File: config.mk
export PLATFORM = sky130hd
export DESIGN_NAME = fetch_unit
export DESIGN_NICKNAME = d
export VERILOG_FILES = /design/src/rtl/fetch_unit.sv
export SDC_FILE = /design/constraint.sdc
export NUM_CORES = 1
export LEC_CHECK = 0
export BUFFER_PORTS_ARGS = -buffer_cell sky130_fd_sc_hd__buf_2
export CORE_MARGIN = 8
export CORE_UTILIZATION = 40
export CTS_CLUSTER_SIZE = 8
export DETAILED_ROUTE_END_ITERATION = 16
export GPL_TIMING_DRIVEN = 0
export PLACE_DENSITY = 0.66
export SLEW_MARGIN = 20
export SYNTH_ARGS = -nofsm -noshare
export SYNTH_HDL_FRONTEND = slang
export SYNTH_SLANG_ARGS = --single-unit
File: constraint.sdc
create_clock -name clk -period 4.9 [get_ports clk]
set_clock_uncertainty 0.15 [all_clocks]
set_input_delay 0.98 -clock clk [delete_from_list [all_inputs] [get_ports clk]]
set_output_delay 0.98 -clock clk [all_outputs]
set_load 0.005 [all_outputs]
File: src/rtl/fetch_unit.sv
// Multicycle instruction fetch: PC register, req/ack instruction-memory handshake, one-deep instr hold.
// Computes next PC at retire (jump > branch > sequential); a FETCH with no ack for TIMEOUT_CYCLES latches a sticky fault.
module fetch_unit #(
  parameter logic [31:0] RESET_PC       = 32'h0000_0000,
  parameter int unsigned TIMEOUT_CYCLES = 255
) (
  input  logic        clk,
  input  logic        reset_n,
  output logic        imem_req,
  output logic [31:0] imem_addr,
  input  logic        imem_ack,
  input  logic [31:0] imem_rdata,
  output logic [31:0] instr,
  output logic        instr_valid,
  input  logic        instr_ready,
  input  logic        pcsrc,
  input  logic        jump,
  input  logic [31:0] signimm,
  output logic [31:0] pc,
  output logic [31:0] pcplus4,
  output logic        fetch_err
);

  localparam int CNT_W = (TIMEOUT_CYCLES > 0) ? $clog2(TIMEOUT_CYCLES + 1) : 1;
  localparam logic [CNT_W-1:0] CNT_LIM = CNT_W'(TIMEOUT_CYCLES);
  localparam logic [31:0] RESET_PC_ALIGNED = RESET_PC & ~32'h3;

  typedef enum logic [1:0] {
    IDLE  = 2'd0,
    FETCH = 2'd1,
    HOLD  = 2'd2,
    ERR   = 2'd3
  } state_t;

  state_t             state_q, state_d;
  logic [31:0]        pc_q, pc_d;
  logic [31:0]        instr_q, instr_d;
  logic               instr_valid_q, instr_valid_d;
  logic               imem_req_q, imem_req_d;
  logic               fetch_err_q, fetch_err_d;
  logic [CNT_W-1:0]   cnt_q, cnt_d;
  logic [CNT_W-1:0]   cnt_inc;
  logic [31:0]        next_pc_raw;
  logic               retire;

  assign pcplus4 = pc_q + 32'd4;
  assign cnt_inc = cnt_q + CNT_W'(1);
  assign retire  = instr_valid_q & instr_ready;

  // All targets are word-aligned by construction; the mask keeps that true regardless.
  always_comb begin
    next_pc_raw = pcplus4;
    if (jump) begin
      next_pc_raw = {pcplus4[31:28], instr_q[25:0], 2'b00};
    end else if (pcsrc) begin
      next_pc_raw = pcplus4 + (signimm << 2);
    end
  end

  always_comb begin
    state_d       = state_q;
    pc_d          = pc_q;
    instr_d       = instr_q;
    instr_valid_d = instr_valid_q;
    imem_req_d    = imem_req_q;
    fetch_err_d   = fetch_err_q;
    cnt_d         = cnt_q;
    case (state_q)
      IDLE: begin
        state_d    = FETCH;
        imem_req_d = 1'b1;
        cnt_d      = '0;
      end
      FETCH: begin
        if (imem_ack) begin
          instr_d       = imem_rdata;
          instr_valid_d = 1'b1;
          imem_req_d    = 1'b0;
          state_d       = HOLD;
        end else begin
          cnt_d = cnt_inc;
          if ((TIMEOUT_CYCLES != 0) && (cnt_inc == CNT_LIM)) begin
            imem_req_d  = 1'b0;
            fetch_err_d = 1'b1;
            state_d     = ERR;
          end
        end
      end
      HOLD: begin
        if (retire) begin
          pc_d          = next_pc_raw & ~32'h3;
          instr_valid_d = 1'b0;
          imem_req_d    = 1'b1;
          cnt_d         = '0;
          state_d       = FETCH;
        end
      end
      ERR: begin
        imem_req_d    = 1'b0;
        instr_valid_d = 1'b0;
        fetch_err_d   = 1'b1;
      end
      default: begin
        state_d    = IDLE;
        imem_req_d = 1'b0;
      end
    endcase
  end

  always_ff @(posedge clk or negedge reset_n) begin
    if (!reset_n) begin
      state_q       <= IDLE;
      pc_q          <= RESET_PC_ALIGNED;
      instr_q       <= '0;
      instr_valid_q <= 1'b0;
      imem_req_q    <= 1'b0;
      fetch_err_q   <= 1'b0;
      cnt_q         <= '0;
    end else begin
      state_q       <= state_d;
      pc_q          <= pc_d;
      instr_q       <= instr_d;
      instr_valid_q <= instr_valid_d;
      imem_req_q    <= imem_req_d;
      fetch_err_q   <= fetch_err_d;
      cnt_q         <= cnt_d;
    end
  end

  assign imem_req    = imem_req_q;
  assign imem_addr   = pc_q;
  assign instr       = instr_q;
  assign instr_valid = instr_valid_q;
  assign pc          = pc_q;
  assign fetch_err   = fetch_err_q;

endmodule

After elaboration in Yosys (flattened, before gate mapping)

Cells that the tools add are included.

Bits in registers: 75
Input port bits: 70
Output and inout port bits: 131
Word-level logic and storage cells: 50

Add/subtract/negate cells: 3
Equal/unequal tests: 9
Muxes and demuxes: 19
Bitwise gates (word level): 1
Reductions and logical operators: 11

Operators by type and width:

| cell                    | count |
|---|---|
| $mux W32                | 2 |
| $add A32 B3 Y32 const B | 1 |
| $add A32 B32 Y32        | 1 |
| $pmux W8 S3             | 1 |
| $mux W8                 | 2 |
| $reduce_and A3 Y1       | 4 |
| $add A8 B1 Y8 const B   | 1 |
| $eq A8 B8 Y1 const B    | 1 |
| $ne A2 B2 Y1 const B    | 4 |
| $mux W1                 | 7 |
| $mux W2                 | 3 |
| $pmux W2 S3             | 1 |
| $reduce_and A2 Y1       | 3 |
| $reduce_bool A3 Y1      | 2 |
| $eq A2 B2 Y1 const B    | 2 |
| $pmux W1 S4             | 1 |
| $ne A3 B3 Y1 const B    | 1 |
| $pmux W1 S3             | 1 |
| $eq A2 B1 Y1 const B    | 1 |
| $logic_not A2 Y1        | 1 |
| $pmux W1 S2             | 1 |
| $reduce_bool A2 Y1      | 1 |
| $and A1 B1 Y1           | 1 |

Longest topological paths before layout

Gate-level depths: netlist of the first run.

Word-level depth: 5
Depth in mapped cells: 18
Depth with buffers taken out: 17

Least setup slack after synthesis of the first run

Ideal clock, no wire load.

Path type: reg2reg
Start: reg pc_q[2] (netlist: imem_addr[2])
End: reg pc_q[31] (netlist: imem_addr[31])
Setup time: 0.125 ns
Arrival time: 3.636 ns
Path slack: 0.989 ns
Stages on the path, launching flop included: 19
Clock period less this slack: 3.911 ns
Cells stage by stage: dfrtp_1 ha_1 nand4_1 nor2_1 nand3_2 nor2_1 and4_1 xor2_1 ha_1 clkbuf_1 a21o_1 a21o_1 a21oi_1 o31ai_1 a2111oi_2 xnor2_1 and3_1 o21ai_1 xnor2_1

Word-level cells in the longest chain between the ends: 4

RTL lines:

| element                  | RTL line | text |
|---|---|---|
| start: declaration       | 36       | `logic [31:0] pc_q, pc_d;` |
| start signal: assignment | 121      | `pc_q <= pc_d;` |
| $add A32 B3 Y32          | 46       | `assign pcplus4 = pc_q + 32'd4;` |
| via pcplus4[24]          | 20       | `output logic [31:0] pcplus4,` |
| $add A32 B32 Y32         | 56       | `next_pc_raw = pcplus4 + (signimm << 2);` |
| $mux W32                 | 55       | `end else if (pcsrc) begin` |
| $mux W32                 | 53       | `if (jump) begin` |

The timed path passes the listed nets, and every way through them passes these cells.
A chain may end at the register's enable or synchronous reset.

Worst setup path after layout of the first run

Start: reg pc_q[2] (netlist: imem_addr[2])
End: reg pc_q[31] (netlist: imem_addr[31])

Word-level cells in the longest chain between the ends: 4

RTL lines:

| element           | RTL line |
|---|---|
| $add A32 B3 Y32 * | 46 |
| $add A32 B32 Y32  | 56 |
| $mux W32          | 55 |
| $mux W32 *        | 53 |

Mark *: on every way between the ends. The rest lies on a longest branch, timed or not.

==> flow_summary.json, run 1 <==
{
  "status": "finished, final reports clean",
  "dp_hpwl_mm": 15.5,
  "core_um2": 14400,
  "tns_ns": 0,
  "nFillCells": 1450,
  "yosysMostFrequentCell": "nand2_1",
  "synth_cell_types": 66,
  "setup_viol": 0,
  "antenna_cells": 0,
  "yosysWarnings": 0,
  "multi_input_area_um2": 3610,
  "syn_to_final_growth_pct": 26.3,
  "p_leak_nw": 3.80,
  "syn_area_um2": 5880,
  "die_area_um2": 18800,
  "rsz0062_at_grt": "false",
  "power_density_nw_per_um2": 435,
  "grt_pass1_wl_mm": 29.2,
  "pre_cts_slack_ns": 0.393,
  "drtPass1Iterations": 5,
  "synth_top_area_cell": "dfrtp_1",
  "period_share_pct": 91.2,
  "ios": 201,
  "worst_pin_slew_ns": 0.734,
  "path_class": "register to register",
  "grt_use_total_pct": 19.7,
  "die_h_um": 137,
  "port-buffer-count": 190,
  "vdd_ir_drop_max_mv": 0.274,
  "rows": 44,
  "drv_cap": 0,
  "final_max_slew_viol_count": 0,
  "yosys_register_bits": 75,
  "synth_edf_count": 0,
  "synth_common_cells": "nand2_1, dfrtp_1, nor2_1, a21oi_1, o21ai_0",
  "numClockSinks": 75,
  "post-cts-setup-buffers": 0,
  "postRouteAntennaNets": 0,
  "relSlewSlack_pct": 50.9,
  "netlist_top_cells_area": "dfrtp_1, ha_1, mux2_2",
  "route.vias.total": 5764,
  "regArea_um2": 1880,
  "hold_buffers": 0,
  "yosys.area.top_type_share_pct": 31.9,
  "stdcell_area_um2": 7430,
  "drt_wl_total_mm": 18.9,
  "antenna_found_initial": 0,
  "finalPower_mw": 3.23,
  "hold_violations": 0,
  "startpoint_type": "register",
  "grt_pass1_vias": 5496,
  "clk_latency_ns": 0.34,
  "grt_max_degree": 43,
  "synthCells": 680,
  "numCtsBuffers": 9,
  "routedWlPerCell_um": 17.6,
  "placedInstanceArea_um2": 7100,
  "worstPathRequired_ns": 5.00,
  "worstPathArrival_ns": 4.56,
  "cts_buffer_depth": 2,
  "hold_class": "register to register",
  "die_w_um": 137,
  "post-route-min-period_ns": 4.47,
  "vias_per_cell": 5.36,
  "layout-drive-gt1-share_pct": 32.8,
  "start_util_pct": 40.8,
  "fmax_mhz": 224,
  "ys_seq_area_share_pct": 31.9,
  "overflow": 0,
  "synthArstFlopShare_pct": 100,
  "synth_ff_type": "dfrtp_1",
  "worstPathMaxFanout": 7,
  "cts-root-buf": "clkbuf_16",
  "htree_levels": 3,
  "timing.final.ws_setup_ns": 0.431,
  "fin_nets": 996,
  "drtIter0Drc": 433,
  "post_cts_resized": 0,
  "avgSynthCellArea_um2": 8.64,
  "crit_path_end_kind": "register",
  "post-route-drc-count": 0,
  "path_clk_slew_ns": 0.06,
  "place_congestion": 0.888,
  "cts_tree": "built"
}
==> sequential cells by signal, summed over array words and instances (netlist names) <==
name	count
instr_valid	1
cnt_q	8
instr	32
fetch_err	1
imem_req	1
state_q	2
imem_addr	30
==> routing by layer <==
layer	wire [um]	track usage (%)	share of wire, %
met1	8300	25.8	44
met2	9030	32.3	48
met3	1290	3.94	6.8
met4	318	5.73	1.7
met5	0	0	0
==> through the flow <==
stage	util (%)	instances	hold WS, ns
floorplan	-	685	0.309
global placement	49.1	1059	0.296
detailed placement	49.2	1060	0.300
CTS	51.5	1076	0.323
global route	51.5	1076	0.367
finish	51.5	1076	0.317
==> worst paths after layout <==
kind,cells past startpoint,slack [ns],startpoint,to
min reg2reg,1,0.32,fetch_err,fetch_err
max reg2reg,18,0.43,imem_addr[2],imem_addr[31]
max,18,0.43,imem_addr[2],imem_addr[31]
min,1,0.32,fetch_err,fetch_err
min in group asynchronous,1,0.44,reset_n,instr[30]
max in group asynchronous,2,3.58,reset_n,instr[26]
==> logic make-up after synthesis <==
logic type	Yosys count	synth area share [%]
xor gates and xnor gates	56	8.34
other	1	0.0638
and+or+nand+nor	220	17.5
AOI/OAI and AO/OA	172	18.4
muxes	44	8.32
buffers and inverters	73	7.00
adders and majority gates	39	8.43
DFF	75	31.9
==> power breakdown <==
group | internal [mW] | switching [mW] | leakage, nW
clock network | 0.459 | 0.254 | 0.159
logic | 0.710 | 0.736 | 2.68
registers | 0.814 | 0.259 | 0.960
==> cell type report <==
class,count,area share [%]
plain buffers,61,4.94
clock buffers,10,3.22
clock inverters,6,1.16
inverters,12,0.607
multi-input cells,537,48.6
flip-flops and latches,75,25.3
well taps,184,3.10
repair buffers,191,13.1
==> worst max-delay path, cell delays in order, from the launching register on <==
cell	delay, ns
dfrtp_1	0.43
ha_1	0.23
nand4_1	0.15
nor2_1	0.28
nand3_2	0.20
nor2_1	0.16
and4_1	0.22
xor2_1	0.27
ha_1	0.29
clkbuf_1	0.20
a21o_1	0.22
a21o_1	0.17
a21oi_1	0.18
o31ai_1	0.10
a2111oi_2	0.39
xnor2_1	0.25
and3_1	0.21
o21ai_1	0.08
xnor2_1	0.21
==> cell usage in the layout (no fill, tap or decap), types with 8 or more instances in the layout <==
master,instances
a21o_1,12
a21oi_1,49
and3_1,12
buf_2,191
buf_4,37
clkbuf_1,21
clkbuf_16,9
dfrtp_1,75
ha_1,38
inv_1,11
mux2_2,35
mux2i_1,8
nand2_1,77
nand3_1,23
nand4_1,12
nor2_1,54
nor3_1,16
o211ai_1,8
o21ai_0,49
xnor2_1,32
xor2_1,24
Note: power is estimated with default switching activity, not from simulation.
==> run 2, diff against run 1 <==
==> constraint.sdc (replaced) <==
create_clock -name clk -period 4.9 [get_ports clk]
set_clock_uncertainty 0.15 [all_clocks]
set_input_delay 0.49 -clock clk [delete_from_list [all_inputs] [get_ports clk]]
set_output_delay 0.49 -clock clk [all_outputs]
set_load 0.005 [all_outputs]
==> flow_summary.json, run 2 (synthesis results as in run 1) <==
{
  "status": "finished, final reports clean",
  "worst_pin_slew_ns": 0.748,
  "post_cts_resized": 0,
  "routedWlPerCell_um": 17.5,
  "cts-root-buf": "clkbuf_16",
  "start_util_pct": 40.8,
  "post-route-min-period_ns": 4.48,
  "startpoint_type": "register",
  "final_cell_mix": "buf_2, nand2_1, dfrtp_1",
  "place_congestion": 0.888,
  "grt_pass1_wl_mm": 29.2,
  "relSlewSlack_pct": 50.0,
  "vdd_ir_drop_max_mv": 0.273,
  "largest_reg_flops": 32,
  "grt_use_total_pct": 19.7,
  "hold_violations": 0,
  "grt_pass1_vias": 5496,
  "regArea_um2": 1880,
  "antenna_cells": 0,
  "ios": 201,
  "drv_cap": 0,
  "stdcell_area_um2": 7440,
  "fin_nets": 997,
  "path_clk_slew_ns": 0.06,
  "hold_buffers": 1,
  "postRouteAntennaNets": 0,
  "hold_class": "input port to register",
  "worstPathRequired_ns": 5.00,
  "rsz0062_at_grt": "false",
  "htree_levels": 3,
  "numCtsBuffers": 9,
  "worstPathArrival_ns": 4.58,
  "vias_per_cell": 5.34,
  "cts_buffer_depth": 2,
  "post-cts-setup-buffers": 0,
  "syn_to_final_growth_pct": 26.5,
  "grt_max_degree": 43,
  "dp_hpwl_mm": 15.5,
  "post-route-drc-count": 0,
  "p_leak_nw": 3.80,
  "rows": 44,
  "final_max_slew_viol_count": 0,
  "crit_path_end_kind": "register",
  "path_class": "register to register",
  "cts_tree": "built",
  "route.vias.total": 5756,
  "setup_viol": 0,
  "die_w_um": 137,
  "power_density_nw_per_um2": 434,
  "die_area_um2": 18800,
  "multi_input_area_um2": 3610,
  "antenna_found_initial": 0,
  "fmax_mhz": 223,
  "tns_ns": 0,
  "clk_latency_ns": 0.34,
  "drt_wl_total_mm": 18.9,
  "layout_commonest_cell": "buf_2",
  "core_um2": 14400,
  "nFillCells": 1448,
  "overflow": 0,
  "numClockSinks": 75,
  "placedInstanceArea_um2": 7100,
  "port-buffer-count": 190,
  "worstPathMaxFanout": 7,
  "period_share_pct": 91.5,
  "drtIter0Drc": 423,
  "layout-drive-gt1-share_pct": 32.8,
  "die_h_um": 137,
  "drtPass1Iterations": 5
}
[run 2: final timing paths]
path | from | end | slack (ns) | cells after the start
max | imem_addr[2] | imem_addr[31] | 0.42 | 18
min | imem_rdata[24] | instr[24] | 0.23 | 2
max reg2reg | imem_addr[2] | imem_addr[31] | 0.42 | 18
min reg2reg | fetch_err | fetch_err | 0.32 | 1
max in group asynchronous | reset_n | instr[26] | 3.52 | 3
min in group asynchronous | reset_n | instr[30] | 0.49 | 2
[run 2: metrics by stage]
step / instances / power, mW / worst slack [ns] / hold WS (ns) / util (%)
after CTS: 1077 / 3.25 / 0.391 / 0.220 / 51.6
after global placement: 1059 / 2.50 / 0.420 / 0.296 / 49.1
after global routing: 1077 / 3.45 / 0.0509 / 0.229 / 51.6
after floorplan: 685 / 1.88 / 0.989 / 0.0444 / -
final: 1077 / 3.23 / 0.415 / 0.233 / 51.6
after detailed placement: 1060 / 2.52 / 0.393 / 0.300 / 49.2
[run 2: cell type report]
type	count	area share, %
multi-input cells	537	48.5
repair buffers	192	13.2
clock inverters	6	1.16
clock buffers	10	3.21
plain buffers	61	4.93
well taps	184	3.10
inverters	12	0.606
flip-flops and latches	75	25.2
[run 2: metal layers]
layer / up-vias / GRT usage [%] / share of wire [%]
met5: - / 0 / 0
met4: 0 / 5.73 / 1.7
met3: 22 / 3.94 / 7.1
met2: 174 / 32.3 / 48
met1: 2735 / 25.8 / 44
li1: 2825 / - / -
[run 2: critical path, stage by stage, from the launching register on]
cell,delay (ns)
dfrtp_1,0.43
ha_1,0.23
nand4_1,0.15
nor2_1,0.28
nand3_2,0.20
nor2_1,0.17
and4_1,0.22
xor2_1,0.28
ha_1,0.29
clkbuf_1,0.20
a21o_1,0.22
a21o_1,0.17
a21oi_1,0.18
o31ai_1,0.10
a2111oi_2,0.39
xnor2_1,0.25
and3_1,0.21
o21ai_1,0.08
xnor2_1,0.21
[run 2: power by group]
group | switching [mW] | leakage [nW] | internal, mW
sequential | 0.258 | 0.960 | 0.814
combinational | 0.735 | 2.68 | 0.711
clock | 0.252 | 0.159 | 0.459
==> run 3, diff against run 2 <==
--- a/config.mk
+++ b/config.mk
@@ -5,13 +5,14 @@
 export SDC_FILE = /design/constraint.sdc
 export NUM_CORES = 1
 export LEC_CHECK = 0
+export ABC_AREA = 1
 export BUFFER_PORTS_ARGS = -buffer_cell sky130_fd_sc_hd__buf_2
 export CORE_MARGIN = 8
 export CORE_UTILIZATION = 40
+export CTS_BUF_LIST = sky130_fd_sc_hd__clkbuf_4 sky130_fd_sc_hd__clkbuf_8
 export CTS_CLUSTER_SIZE = 8
 export DETAILED_ROUTE_END_ITERATION = 16
 export GPL_TIMING_DRIVEN = 0
-export PLACE_DENSITY = 0.66
 export SLEW_MARGIN = 20
 export SYNTH_ARGS = -nofsm -noshare
 export SYNTH_HDL_FRONTEND = slang
==> constraint.sdc (replaced) <==
create_clock -name clk -period 4.95 [get_ports clk]
set_clock_uncertainty 0.15 [all_clocks]
set_input_delay 0.495 -clock clk [delete_from_list [all_inputs] [get_ports clk]]
set_output_delay 0.495 -clock clk [all_outputs]
set_load 0.005 [all_outputs]
==> flow_summary.json, run 3 <==
{
  "ys_seq_area_share_pct": 26.9,
  "cts-root-buf": "clkbuf_8",
  "grt_pass1_vias": 7267,
  "post-route-drc-count": 0,
  "hold_class": "input port to register",
  "vias_per_cell": 4.88,
  "worstPathArrival_ns": 4.00,
  "final_cell_mix": "nand2_1, buf_2, inv_1",
  "multi_input_area_um2": 4140,
  "layout-drive-gt1-share_pct": 22.1,
  "largest_reg_flops": 32,
  "overflow": 0,
  "p_sw_share_pct": 51.1,
  "wl_met3_mm": 1.55,
  "p_sw_mw": 2.46,
  "synth_ff_type": "dfrtp_1",
  "worst_pin_slew_ns": 0.788,
  "p_leak_nw": 4.91,
  "synth_cell_types": 41,
  "final_cells": 1555,
  "dp_hpwl_mm": 21.0,
  "numClockSinks": 75,
  "numCtsBuffers": 9,
  "synth_common_cells": "nand2_1, inv_1, nor2_1, dfrtp_1, nand3_1",
  "synth_edf_count": 0,
  "drv_cap": 0,
  "route.vias.total": 7595,
  "cp_cell_sequence": "ha_1, nand2_1, nor2_4, nand2_2, nor2_4, nand4_1, and2_1, ha_1, nand2_1, nor3_1, nand3_1, nand3_1, nand2_1, nand3_1, nand2_1, a21oi_1",
  "antenna_cells": 0,
  "top_layer": "met4",
  "r2r.worst_path.cells": 16,
  "p_comb_share_pct": 63.5,
  "post_cts_resized": 0,
  "yosys_register_bits": 75,
  "wl_met1_mm": 11.1,
  "die_h_um": 148,
  "timing.final.ws_setup_ns": 1.09,
  "power_density_nw_per_um2": 570,
  "drt_wl_total_mm": 25.0,
  "power.share.clock_pct": 10.3,
  "post-route-min-period_ns": 3.86,
  "cts_buffer_depth": 2,
  "yosysMostFrequentCell": "nand2_1",
  "finalPower_mw": 4.82,
  "rr_startpoint": "imem_addr[2]",
  "status": "finished, final reports clean",
  "grt_pass1_wl_mm": 38.8,
  "port-buffer-count": 190,
  "syn_to_final_growth_pct": 21.4,
  "post-cts-setup-buffers": 0,
  "start_util_pct": 40.6,
  "path_clk_slew_ns": 0.08,
  "min_path_cells": 3,
  "htree_levels": 3,
  "crit_path_end_kind": "register",
  "period_share_pct": 78.0,
  "worstPathMaxFanout": 7,
  "nFillCells": 1853,
  "path_class": "register to register",
  "drtPass1Iterations": 7,
  "layout_commonest_cell": "nand2_1",
  "place_congestion": 0.962,
  "drtIter0Drc": 449,
  "grt_use_total_pct": 22.4,
  "yosysWarnings": 0,
  "cp_num_buf_inv": 0,
  "netlist_top_cells_area": "dfrtp_1, nand2_1, inv_1",
  "die_w_um": 148,
  "vdd_ir_drop_max_mv": 0.255,
  "cts_tree": "built",
  "worst_path_most_repeated_cell": "nand2_1",
  "grt_max_degree": 50,
  "fmax_mhz": 259,
  "ios": 201,
  "core_um2": 17200,
  "synth_top_area_cell": "dfrtp_1",
  "yosys.area.top_type_share_pct": 26.9,
  "dr_wl_met2_mm": 11.7,
  "timing.rr.end": "imem_addr[23]",
  "synthArstFlopShare_pct": 100,
  "setup_viol": 0,
  "slowest_delay_ns": 0.52,
  "avgSynthCellArea_um2": 6.24,
  "hp-start": "imem_rdata[23]",
  "antenna_found_initial": 0,
  "hold_violations": 0,
  "relSlewSlack_pct": 47.2,
  "syn_area_um2": 6970,
  "die_area_um2": 21900,
  "synthCells": 1118,
  "routedWlPerCell_um": 16.0,
  "fin_nets": 1435,
  "tns_ns": 0,
  "pre_cts_slack_ns": 1.17,
  "clk_latency_ns": 0.36,
  "startpoint_type": "register",
  "worstPathRequired_ns": 5.08,
  "place_inst": 1539,
  "pwr-share-seq_pct": 26.2,
  "rows": 48,
  "postRouteAntennaNets": 0,
  "rsz0062_at_grt": "false",
  "regArea_um2": 1880,
  "crit_family": "simple AND/OR/NAND/NOR gates",
  "final_max_slew_viol_count": 0,
  "cell_internal_pwr_mw": 2.36,
  "holdPathEnd": "instr[23]",
  "crit_slowest_cell": "dfrtp_1",
  "r2r_slack_ns": 1.09
}
run 3: worst max path at each step:
stage	start	end	cells after the start	slack [ns]
detailed placement	imem_addr[2]	imem_addr[23]	16	1.17
floorplan	imem_addr[2]	imem_addr[21]	18	2.03
global route	imem_addr[2]	imem_addr[14]	18	0.86
global placement	imem_addr[2]	imem_addr[23]	16	1.19
CTS	imem_addr[2]	imem_addr[23]	16	1.15
finish	imem_addr[2]	imem_addr[23]	16	1.09
run 3: logic make-up (layout without fill, tap and decap cells):
| group | count (synthesis) | after routing | share of synthesized area, % |
|---|---|---|---|
| flip-flops | 75 | 75 | 26.9 |
| AO/OA/AOI/OAI | 133 | 133 | 10.6 |
| AND/OR/NAND/NOR | 630 | 630 | 38.7 |
| buffers and inverters | 220 | 427 | 14.0 |
| XOR/XNOR | 20 | 20 | 2.62 |
| other | 1 | 6 | 0.0538 |
| adder cells (fa/ha/maj) | 39 | 39 | 7.11 |
run 3: per-stage QoR:
step	cell area [um^2]	hold WS (ns)	util (%)
3_5_place_dp	8250	0.288	48.1
6_report	8470	0.184	49.3
5_1_grt	8470	0.172	49.3
4_1_cts	8470	0.164	49.3
3_3_place_gp	8220	0.300	47.9
2_1_floorplan	6990	0.0494	-
run 3: final cells by class:
class                      count  share of cell area [%]
buffer                        58                    4.35
clock buffer                  13                    1.97
clock inverter                 2                   0.414
inverter                     162                    7.18
multi-input combinational    828                    48.9
sequential                    75                    22.2
tap                          225                    3.33
timing repair buffer         192                    11.7
run 3: per-layer routing:
layer / vias up / track usage [%]
met5: - / 0
met4: 0 / 7.60
met3: 41 / 4.13
met2: 226 / 37.5
met1: 3431 / 28.5
li1: 3897 / -
run 3: what timing repair did:
item | CTS | global route
endpoints found under the setup margin | 0 | 0
hold buffers | 1 | 0
endpoints found under the hold margin | 26 | 0
run 3: worst min-delay path: cells and delay by family:
family,cells,cell delay (ns)
and+or+nand+nor,2,0.09
buffers and inverters,1,0.07
run 3: power groups by stage:
stage	clock, mW	combinational, mW	sequential (mW)
after floorplan	0	1.94	1.18
after global placement	0	3.04	1.27
after detailed placement	0	3.05	1.27
after CTS	0.507	3.07	1.26
after global routing	0.527	3.44	1.31
final	0.497	3.06	1.26
